$ cat config.mk
export PLATFORM = sky130hd
export DESIGN_NAME = p_mul_arbiter
export DESIGN_NICKNAME = d
export VERILOG_FILES = /design/src/rtl/p_mul_arbiter.sv
export SDC_FILE = /design/constraint.sdc
export NUM_CORES = 1
export LEC_CHECK = 0
export CORE_AREA = 2 2 125 127
export CTS_CLUSTER_DIAMETER = 60
export DETAILED_ROUTE_END_ITERATION = 7
export DIE_AREA = 0 0 127 129
export PLACE_DENSITY_LB_ADDON = 0.1
export SLEW_MARGIN = 10
export SYNTH_ARGS = -nofsm -noshare
export SYNTH_HDL_FRONTEND = slang
export SYNTH_SLANG_ARGS = --single-unit
$ cat constraint.sdc
create_clock -name clock -period 2.1 [get_ports clock]
set_clock_uncertainty 0.2 [all_clocks]
set_input_delay 0.42 -clock clock [delete_from_list [all_inputs] [get_ports clock]]
set_output_delay 0.42 -clock clock [all_outputs]
set_load 0.1 [all_outputs]
$ cat src/rtl/p_mul_arbiter.sv
// Arbitrates two requesters onto one shared p_mul instance and holds the grant until the multiply completes.
// Optional macro P_MUL_ARB_FIXED_PRIO_EN selects fixed priority (requester 0 wins) instead of round-robin.
module p_mul_arbiter #(
  parameter int XLEN = 32,
  parameter int PW_W = 5
) (
  input  logic            clock,
  input  logic            resetn,
  input  logic            rq0_valid,
  output logic            rq0_ready,
  input  logic            rq0_mul_l,
  input  logic            rq0_mul_h,
  input  logic            rq0_clmul,
  input  logic [PW_W-1:0] rq0_pw,
  input  logic [XLEN-1:0] rq0_crs1,
  input  logic [XLEN-1:0] rq0_crs2,
  output logic [XLEN-1:0] rq0_result,
  input  logic            rq1_valid,
  output logic            rq1_ready,
  input  logic            rq1_mul_l,
  input  logic            rq1_mul_h,
  input  logic            rq1_clmul,
  input  logic [PW_W-1:0] rq1_pw,
  input  logic [XLEN-1:0] rq1_crs1,
  input  logic [XLEN-1:0] rq1_crs2,
  output logic [XLEN-1:0] rq1_result,
  output logic            mul_valid,
  input  logic            mul_ready,
  output logic            mul_mul_l,
  output logic            mul_mul_h,
  output logic            mul_clmul,
  output logic [PW_W-1:0] mul_pw,
  output logic [XLEN-1:0] mul_crs1,
  output logic [XLEN-1:0] mul_crs2,
  input  logic [XLEN-1:0] mul_result,
  output logic            busy
);

  typedef enum logic [1:0] {
    IDLE = 2'd0,
    GNT0 = 2'd1,
    GNT1 = 2'd2
  } state_t;

  state_t state_q, state_d;
  logic   last_q, last_d;
  logic   busy_q, busy_d;

  // Next-state: arbitrate in IDLE, release on completion or when the granted valid drops.
  always_comb begin
    state_d = state_q;
    last_d  = last_q;
    case (state_q)
      IDLE: begin
        if (rq0_valid && rq1_valid) begin
`ifdef P_MUL_ARB_FIXED_PRIO_EN
          state_d = GNT0;
`else
          state_d = last_q ? GNT0 : GNT1;
`endif
        end else if (rq0_valid) begin
          state_d = GNT0;
        end else if (rq1_valid) begin
          state_d = GNT1;
        end else begin
          state_d = IDLE;
        end
      end
      GNT0: begin
        if (!rq0_valid) begin
          state_d = IDLE;
        end else if (mul_ready) begin
          state_d = IDLE;
          last_d  = 1'b0;
        end else begin
          state_d = GNT0;
        end
      end
      GNT1: begin
        if (!rq1_valid) begin
          state_d = IDLE;
        end else if (mul_ready) begin
          state_d = IDLE;
          last_d  = 1'b1;
        end else begin
          state_d = GNT1;
        end
      end
      default: begin
        state_d = IDLE;
      end
    endcase
    busy_d = (state_d != IDLE);
  end

  // Arbiter state, round-robin pointer and busy flag.
  always_ff @(posedge clock or negedge resetn) begin
    if (!resetn) begin
      state_q <= IDLE;
      last_q  <= 1'b1;
      busy_q  <= 1'b0;
    end else begin
      state_q <= state_d;
      last_q  <= last_d;
      busy_q  <= busy_d;
    end
  end

  // Operands are not registered: the granted requester holds them stable until ready.
  always_comb begin
    mul_valid = 1'b0;
    mul_mul_l = 1'b0;
    mul_mul_h = 1'b0;
    mul_clmul = 1'b0;
    mul_pw    = {PW_W{1'b0}};
    mul_crs1  = {XLEN{1'b0}};
    mul_crs2  = {XLEN{1'b0}};
    rq0_ready = 1'b0;
    rq1_ready = 1'b0;
    case (state_q)
      GNT0: begin
        mul_valid = rq0_valid;
        mul_mul_l = rq0_mul_l;
        mul_mul_h = rq0_mul_h;
        mul_clmul = rq0_clmul;
        mul_pw    = rq0_pw;
        mul_crs1  = rq0_crs1;
        mul_crs2  = rq0_crs2;
        rq0_ready = rq0_valid & mul_ready;
      end
      GNT1: begin
        mul_valid = rq1_valid;
        mul_mul_l = rq1_mul_l;
        mul_mul_h = rq1_mul_h;
        mul_clmul = rq1_clmul;
        mul_pw    = rq1_pw;
        mul_crs1  = rq1_crs1;
        mul_crs2  = rq1_crs2;
        rq1_ready = rq1_valid & mul_ready;
      end
      default: begin
        mul_valid = 1'b0;
      end
    endcase
  end

  assign rq0_result = mul_result;
  assign rq1_result = mul_result;
  assign busy       = busy_q;

endmodule

Word level (Yosys, flattened, before mapping)

Index checks and enable logic that the tools add are counted.

Reduce and logical (&&, ||, !) cells: 5
Bitwise operators: 2
Multiplexer cells: 23
Equal/unequal tests: 6

Operators by type and width:

| operator           | count |
|---|---|
| $pmux 32 s2        | 2 |
| $mux 2             | 6 |
| $pmux 1 s2         | 5 |
| $pmux 5 s2         | 1 |
| $mux 1             | 8 |
| $ne 2x2->1 const B | 4 |
| $pmux 2 s3         | 1 |
| $reduce_and 5->1   | 1 |
| $reduce_bool 2->1  | 2 |
| $and 1x1->1        | 2 |
| $eq 2x1->1 const B | 1 |
| $eq 2x2->1 const B | 1 |
| $logic_not 2->1    | 1 |
| $logic_and 1x1->1  | 1 |

Logic and storage cells: 39
Bits of input ports: 181
Output and inout port bits: 140
Register bits: 4

Depth between registers and ports, before layout

Gate-level depths: netlist of run 1.

Depth in word-level cells: 5
Gate-level depth with buffers: 6
Mapped depth without buffers: 5

Worst setup path after synthesis of run 1

OpenSTA, ideal clock, no wires.

Kind: register to output
From: register state_q[1]
To: output mul_valid
Cell stages (with the launch flop): 6
Data required time: 1.480 ns
Path slack: -1.575 ns
Buffers on the path: 1
Data arrival time: 3.055 ns
Path through: dfrtp_1 -> inv_1 -> ha_1 -> buf_4 -> nand2_1 -> a21boi_0

Cells in the longest elaborated chain, start to end: 2
Elaborated cells on any way between the ends: 3
Classes of those cells: 2 x eq/ne; 1 x mux

RTL lines:

| what                                     | line | RTL |
|---|---|---|
| start, declared                          | 45   | `state_t state_q, state_d;` |
| start signal, assigned                   | 103  | `state_q <= state_d;` |
| $eq 2x2->1 or $eq 2x1->1 (tied branches) | 120  | `case (state_q)` |
| $pmux 1 s2 *                             | 120  |  |
| end, declared                            | 27   | `output logic mul_valid,` |

Mark *: on every way between the ends. The rest lies on a longest branch, timed or not.

Final worst setup path of run 1

From: register state_q[0]
To: output mul_crs1[2]

Cells in the longest elaborated chain, start to end: 2
Elaborated cells on any way between the ends: 3
Classes of those cells: 2 x eq/ne; 1 x mux

RTL lines:

| what                                     | line | RTL |
|---|---|---|
| $eq 2x2->1 or $eq 2x1->1 (tied branches) | 120  |  |
| $pmux 32 s2 *                            | 120  |  |
| end, declared                            | 33   | `output logic [XLEN-1:0] mul_crs1,` |

Marks and branches as above.

==> reports/summary.txt, run 1 <==
DRT Pass-1 Iters -> 4
Most frequent cells in the layout -> clkdlybuf4s50_1, buf_12, nor2b_4, a22oi_2, buf_4
Via count -> 2684
Worst skew pair latency -> 0.23 ns
P_leak -> 0.00227 uW
Clock H-tree levels -> 1
Number of routed nets with antenna violations -> 0
# clock sinks -> 4
CP arrival -> 1.76 ns
Critical-path maximum fanout -> 5
Avg Cell Area, Syn -> 7.24 um^2
Achievable Freq -> 421 MHz
Final hold violations -> 0
Per-cell routed wire length -> 18.8 um
CORE AREA -> 15000 um^2
Layout Utilization -> 42.5%
Crit path launch type -> flop
Status -> finished, violations left
Worst Hold Class -> primary input to asynchronous set/reset pin
Post-synth cell types -> 22
Final period utilization -> 113%
Clock-pin transition on the worst setup and hold timing paths -> 0.03 ns
Final setup violation count -> 74
Sequential-to-total area share from yosys stat -> 5.30%
Crit. End Element -> primary output
Std-Cell Rows -> 45
#FFs+latches synth -> 4
Routability cong. -> 0.713
Cell Chain, Critical Path -> inv_2 > buf_12 > ha_4 > buf_6 > clkbuf_16 > nor2b_4 > buf_12
Final Max Slew Viols -> 0
Total power -> 9870 uW
Total CTS buffers -> 3
TritonCTS clock tree -> done
Worst-Margin Slew -> 0.283 ns
Power per cell area -> 1550 nW/um^2
CP max stage cell -> dfrtp_1
Final worst slack -> -0.277 ns
FILL cells -> 1420
Most frequent CP cell -> buf_12
Post-DP HPWL -> 7950 um
Vias per cell -> 4.17
Tmin final -> 2.38 ns
Total Neg Setup Slack -> -17.48 ns
Max Cap Viol -> 0
IO Port Bufs -> 224
Total grt overflow -> 0
CTS root buffer -> clkbuf_16
Cell Area, Synth -> 1910 um^2
GRT Util Overall -> 12.0%
Number of antenna violations at the first check in global routing -> 0
Syn nets -> 450
Max Root-Sink Buffers -> 2
Share of layout cells above drive strength 1 -> 62.0%
Max-slew headroom -> 81.1%
WS Path Type -> flop to primary output
Failing checks -> negative setup slack
Die area -> 16400 um^2
Largest net degree at the start of global routing -> 37
Synth-to-Final Area Change -> 233%
First-pass GRT wire length -> 15400 um
Die Height -> 129 um
Most common cell after layout, fill and taps aside -> clkdlybuf4s50_1
Number of global-route vias before repair -> 2717
Nets -> 642
Crit path largest cell delay -> 0.38 ns
RSZ-0062 raised after global routing -> true
Peak VDD IR -> 0.000613 V
Diodes inserted -> 0
DRC viols -> 0
Synth warn -> 0
Num ports -> 321
Post-Syn Instances -> 264
DRT iter0 DRCs -> 57
Routed WL -> 12100 um
Worst EP required -> 1.48 ns
Die W -> 127 um
Initial Utilization -> 12.8%
sequential cells by signal, summed over array words and instances, names as in the netlist:
name	cells
state_q	2
busy	1
last_q	1
Yosys cell counts (all sizes together):
library cell	count	area (um^2)
a21o	1	7.51
nor3b	3	27.5
nor2b	72	450
a22oi	74	556
ha	5	62.6
nor4b	1	15.0
o21ai	1	5.00
nor2	2	7.51
dfstp	1	26.3
inv	3	11.3
clkbuf	9	33.8
buf	79	577
a21oi	1	5.00
nand2b	2	12.5
nand2	4	15.0
dfrtp	3	75.1
nor3	1	10.0
a31oi	1	6.26
a21boi	1	7.51
critical path: cells and delay by family, from the launching register on:
family,cells,cell delay [ns]
buf+inv,5,0.70
flops,1,0.38
fa+ha+maj,1,0.28
simple gates,1,0.17
metrics by stage:
step	cells	instance area (um^2)	hold slack, ns	setup slack (ns)
final	643	6370	0.197	-0.277
after global routing	643	6370	0.209	-0.343
after CTS	623	5650	0.199	-0.244
after detailed placement	605	5020	0.410	-0.0783
after global placement	605	5020	0.394	-0.0494
after floorplan	264	2230	-0.0756	-0.397
final cells by class:
class	count	area, um^2	area share (%)
Sequential cell	4	101	1.59
Clock buffer	4	78.8	1.24
Inverter	3	11.3	0.177
Tap cell	188	235	3.69
Timing Repair Buffer	275	3820	59.9
Multi-Input combinational cell	169	2130	33.4
logic make-up (layout without fill, tap and decap cells):
group                      count (synthesis)  count (layout)  share of synthesized area (%)
buffers and inverters                     91             282                           32.5
adders and majority gates                  5               5                           3.27
AOI/OAI and AO/OA                         79              79                           30.7
DFF                                        4               4                           5.30
and+or+nand+nor                           85              85                           28.2
routing by layer:
layer  track usage (%)  routed length, um
met2              22.5               6410
met1              13.3               4460
met3              2.45                887
met4              4.65                329
met5                 0                  0
timing repair:
| item | CTS | global route |
|---|---|---|
| buffers inserted | 9 | 8 |
| endpoints found under the hold margin | 0 | 0 |
| pin swaps | 9 | 9 |
| hold buffers | 0 | 0 |
| resized for setup | 63 | 86 |
| endpoints found under the setup margin | 75 | 75 |
| gates cloned | 5 | 12 |
final timing paths:
path	start	to	slack [ns]	cells past startpoint
max in group asynchronous	resetn	last_q	1.26	1
worst max-delay path	state_q[0]	mul_crs1[2]	-0.28	7
worst min-delay path	resetn	state_q[1]	0.20	1
worst max register to register	state_q[0]	last_q	0.36	7
worst min register to register	last_q	last_q	0.42	2
min in group clock	last_q	last_q	0.42	2
power breakdown:
| group | internal, uW | switching [uW] | total [uW] |
|---|---|---|---|
| sequential | 119 | 34.5 | 154 |
| clock | 251 | 57.5 | 309 |
| combinational | 4380 | 5020 | 9400 |
Power figures use the tool's default switching activity.
==> inputs of run 2 (changes only) <==
- ABC_AREA: unset -> 1
- CORE_AREA: 2 2 125 127 -> 2 2 123 125
- DIE_AREA: 0 0 127 129 -> 0 0 125 127
- MAX_ROUTING_LAYER: unset -> met4
==> run 2 against run 1 <==
Non-clock buffer count down 14. Sequential share of layout area increased by 0.086 points. Highest routed layer unchanged. Critical endpoint is now mul_crs2[31]. First-iteration DRC count fell by 32%. Cell count increased by 10%. Via count rose by 4.1%. Flip-flop and latch count is the same. Global-route usage barely moved. Power rose by 8.1%. Clock power hardly changed. The run still ends with negative setup slack left. Hold slack improved by 0.0048 ns.
==> reports/summary.txt, run 2 <==
Reg2reg start -> state_q[0]
CTS root buffer -> clkbuf_16
Die W -> 125 um (-1.6%)
Num ports -> 321 (unchanged)
Layout Utilization -> 41.9% (-0.63 points)
DR WL met3 -> 716 um (-19%)
Critical-path maximum fanout -> 16 (+11)
Final Max Slew Viols -> 0 (unchanged)
Vias per cell -> 3.94 (-5.7%)
Number of antenna violations at the first check in global routing -> 0 (unchanged)
Most frequent cells in the layout -> clkdlybuf4s50_1, nand2_1, buf_12, a21oi_4, nand2_2
Diodes inserted -> 0 (unchanged)
Crit path launch type -> flop
Routability cong. -> 0.723 (+1.4%)
Post-DP HPWL -> 7920 um (-0.39%)
Syn nets -> 534 (+19%)
Max-slew headroom -> 81.2% (about the same)
CP Buf/Inv Count -> 4 (-1)
Crit path largest cell delay -> 0.39 ns (about the same)
Synth warn -> 0 (unchanged)
Post-Syn Instances -> 348 (+32%)
TritonCTS clock tree -> done
Final period utilization -> 108% (-4.8 points)
FFs w/ async S/R, synth -> 100% (unchanged)
#FFs+latches synth -> 4 (unchanged)
P_leak -> 0.00202 uW (-11%)
Top-count cell post-synth -> nand2_1
Final setup violation count -> 75 (+1.4%)
Clock-pin transition on the worst setup and hold timing paths -> 0.03 ns (about the same)
First-pass GRT wire length -> 15300 um (-0.71%)
# clock sinks -> 4 (unchanged)
EDFF count, synth -> 0 (unchanged)
Worst Hold Class -> primary input to asynchronous set/reset pin
WHS -> 0.201 ns (+0.00482 ns)
Total Neg Setup Slack -> -10.90 ns (+6.58 ns)
Clock H-tree levels -> 1 (unchanged)
Met1 wire length -> 4230 um (-5.0%)
Most common cell after layout, fill and taps aside -> clkdlybuf4s50_1
Number of global-route vias before repair -> 2873 (+5.7%)
Via count -> 2795 (+4.1%)
WS Path Type -> flop to primary output
Number of routed nets with antenna violations -> 0 (unchanged)
Cell Chain, Critical Path -> inv_2 > ha_4 > buf_6 > buf_12 > nand2_1 > a21oi_4 > buf_12
RSZ-0062 raised after global routing -> true
Power per cell area -> 1760 nW/um^2 (+14%)
Max Cap Viol -> 0 (unchanged)
Avg Cell Area, Syn -> 5.29 um^2 (-27%)
Worst-Margin Slew -> 0.285 ns (+0.00196 ns)
Most frequent CP cell -> buf_12
DRC viols -> 0 (unchanged)
Std-Cell Rows -> 44 (-2.2%)
DRT iter0 DRCs -> 39 (-32%)
Tmin final -> 2.28 ns (-0.100 ns)
Number of flip-flops in the largest register -> 2 (unchanged)
Largest net degree at the start of global routing -> 31 (-16%)
Routed WL -> 10800 um (-11%)
Die Height -> 127 um (-1.6%)
Synth-to-Final Area Change -> 228%
CP max stage cell -> dfrtp_1
Dominant synthesized flop cell -> dfrtp_1
Crit. End Element -> primary output
Die area -> 15900 um^2 (-3.1%)
Top reg by flops -> state_q
Synth area leaders -> nand2_1, buf_4, a21oi_1, buf_6, dfrtp_1
Post-synth cell types -> 13 (-41%)
Final hold violations -> 0 (unchanged)
IO Port Bufs -> 224 (unchanged)
CP arrival -> 1.66 ns (-0.10 ns)
Met2 wire length -> 5740 um (-10%)
Share of the synthesized area in the top cell type -> 32.8% (+3.7 points)
Crit path max-delay family -> buffers and inverters
GRT Util Overall -> 12.1% (+0.049 points)
Most frequent cells after synthesis -> nand2_1, a21oi_1, buf_4
Final worst slack -> -0.177 ns (+0.100 ns)
Nets -> 713 (+11%)
Max Root-Sink Buffers -> 2 (unchanged)
Post-DP Area -> 5490 um^2 (+9.3%)
DRT Pass-1 Iters -> 4 (unchanged)
Total CTS buffers -> 3 (unchanged)
Achievable Freq -> 439 MHz (+4.4%)
Total grt overflow -> 0 (unchanged)
Worst EP required -> 1.48 ns (about the same)
Worst skew pair latency -> 0.23 ns (about the same)
Failing checks -> negative setup slack
CORE AREA -> 14400 um^2 (-3.7%)
Hold-fix buffer count after cts -> 0 (unchanged)
Top Metal Used -> met4
Share of layout cells above drive strength 1 -> 43.7% (-18 points)
Critical path origin -> state_q[0]
Initial Utilization -> 12.8% (about the same)
Status -> finished, violations left
Peak VDD IR -> 0.000628 V (+2.4%)
Final instance area -> 6040 um^2 (-5.1%)
Total power -> 10700 uW (+8.1%)
Yosys top cell by area -> nand2_1
Cell Area, Synth -> 1840 um^2 (-3.6%)
Per-cell routed wire length -> 15.1 um (-19%)
Sequential-to-total area share from yosys stat -> 5.50% (+0.20 points)
[run 2: cell types whose count changed after synthesis, sizes merged, moves of 2 or more]
cell / before / now
inv: 3 / 11
nor3b: 3 / 0
a21oi: 1 / 74
a22oi: 74 / 0
nand3: 0 / 4
nor2b: 72 / 0
nand2: 4 / 161
nand2b: 2 / 0
[run 2: logic make-up after synthesis]
logic type                 count (synthesis)  share of synthesized area, %
and+or+nand+nor                          167                          34.3
buffers and inverters                     98                          36.7
AOI/OAI and AO/OA                         74                          20.1
adders and majority gates                  5                          3.40
DFF                                        4                          5.50
[run 2: worst register-to-register path: stages (launching register included)]
cell and delay (ns):
dfrtp_1 0.39, buf_4 0.15, ha_4 0.17, buf_12 0.14
buf_4 0.15, inv_1 0.05, nand2_1 0.04, nand2_1 0.07
nand2_1 0.05, nand2_1 0.05, nand2_1 0.05
[run 2: cell type report]
cell class / instances / area (um^2)
clock buffer: 4 / 78.8
fill: 1416 / 8380
inverter: 11 / 46.3
multi-input combinational: 246 / 1990
sequential: 4 / 101
tap: 184 / 230
timing repair buffer: 261 / 3590
[run 2: metal layers]
layer  vias to the layer above  track usage [%]
li1                       1387                -
met3                        19             2.72
met4                         0             1.96
met2                       115             22.6
met5                         -                -
met1                      1274             13.2
[run 2: power breakdown]
group          internal, uW  switching, uW
clock network           251           58.2
logic                  3800           6410
registers               120           24.8
[run 2: what timing repair did]
action | in CTS | in global routing
pin swaps | 13 | 25
buffers inserted | 7 | 3
resized for setup | 25 | 26
cloned | 2 | 7
setup endpoints to repair | 75 | 75
[run 2: stage by stage]
| step | cells | setup slack, ns |
|---|---|---|
| after floorplan | 348 | -0.420 |
| after global placement | 687 | -0.00555 |
| after detailed placement | 687 | -0.0202 |
| after CTS | 700 | -0.191 |
| after global routing | 710 | -0.244 |
| final | 710 | -0.177 |
[run 2: final timing paths]
check / to / slack (ns) / cells after the start
max in group asynchronous: last_q / 1.25 / 1
worst max register to register: last_q / 0.51 / 10
min in group clock: last_q / 0.28 / 2
worst min-delay path: state_q[0] / 0.20 / 1
worst max-delay path: mul_crs2[31] / -0.18 / 7
worst min register to register: last_q / 0.28 / 2
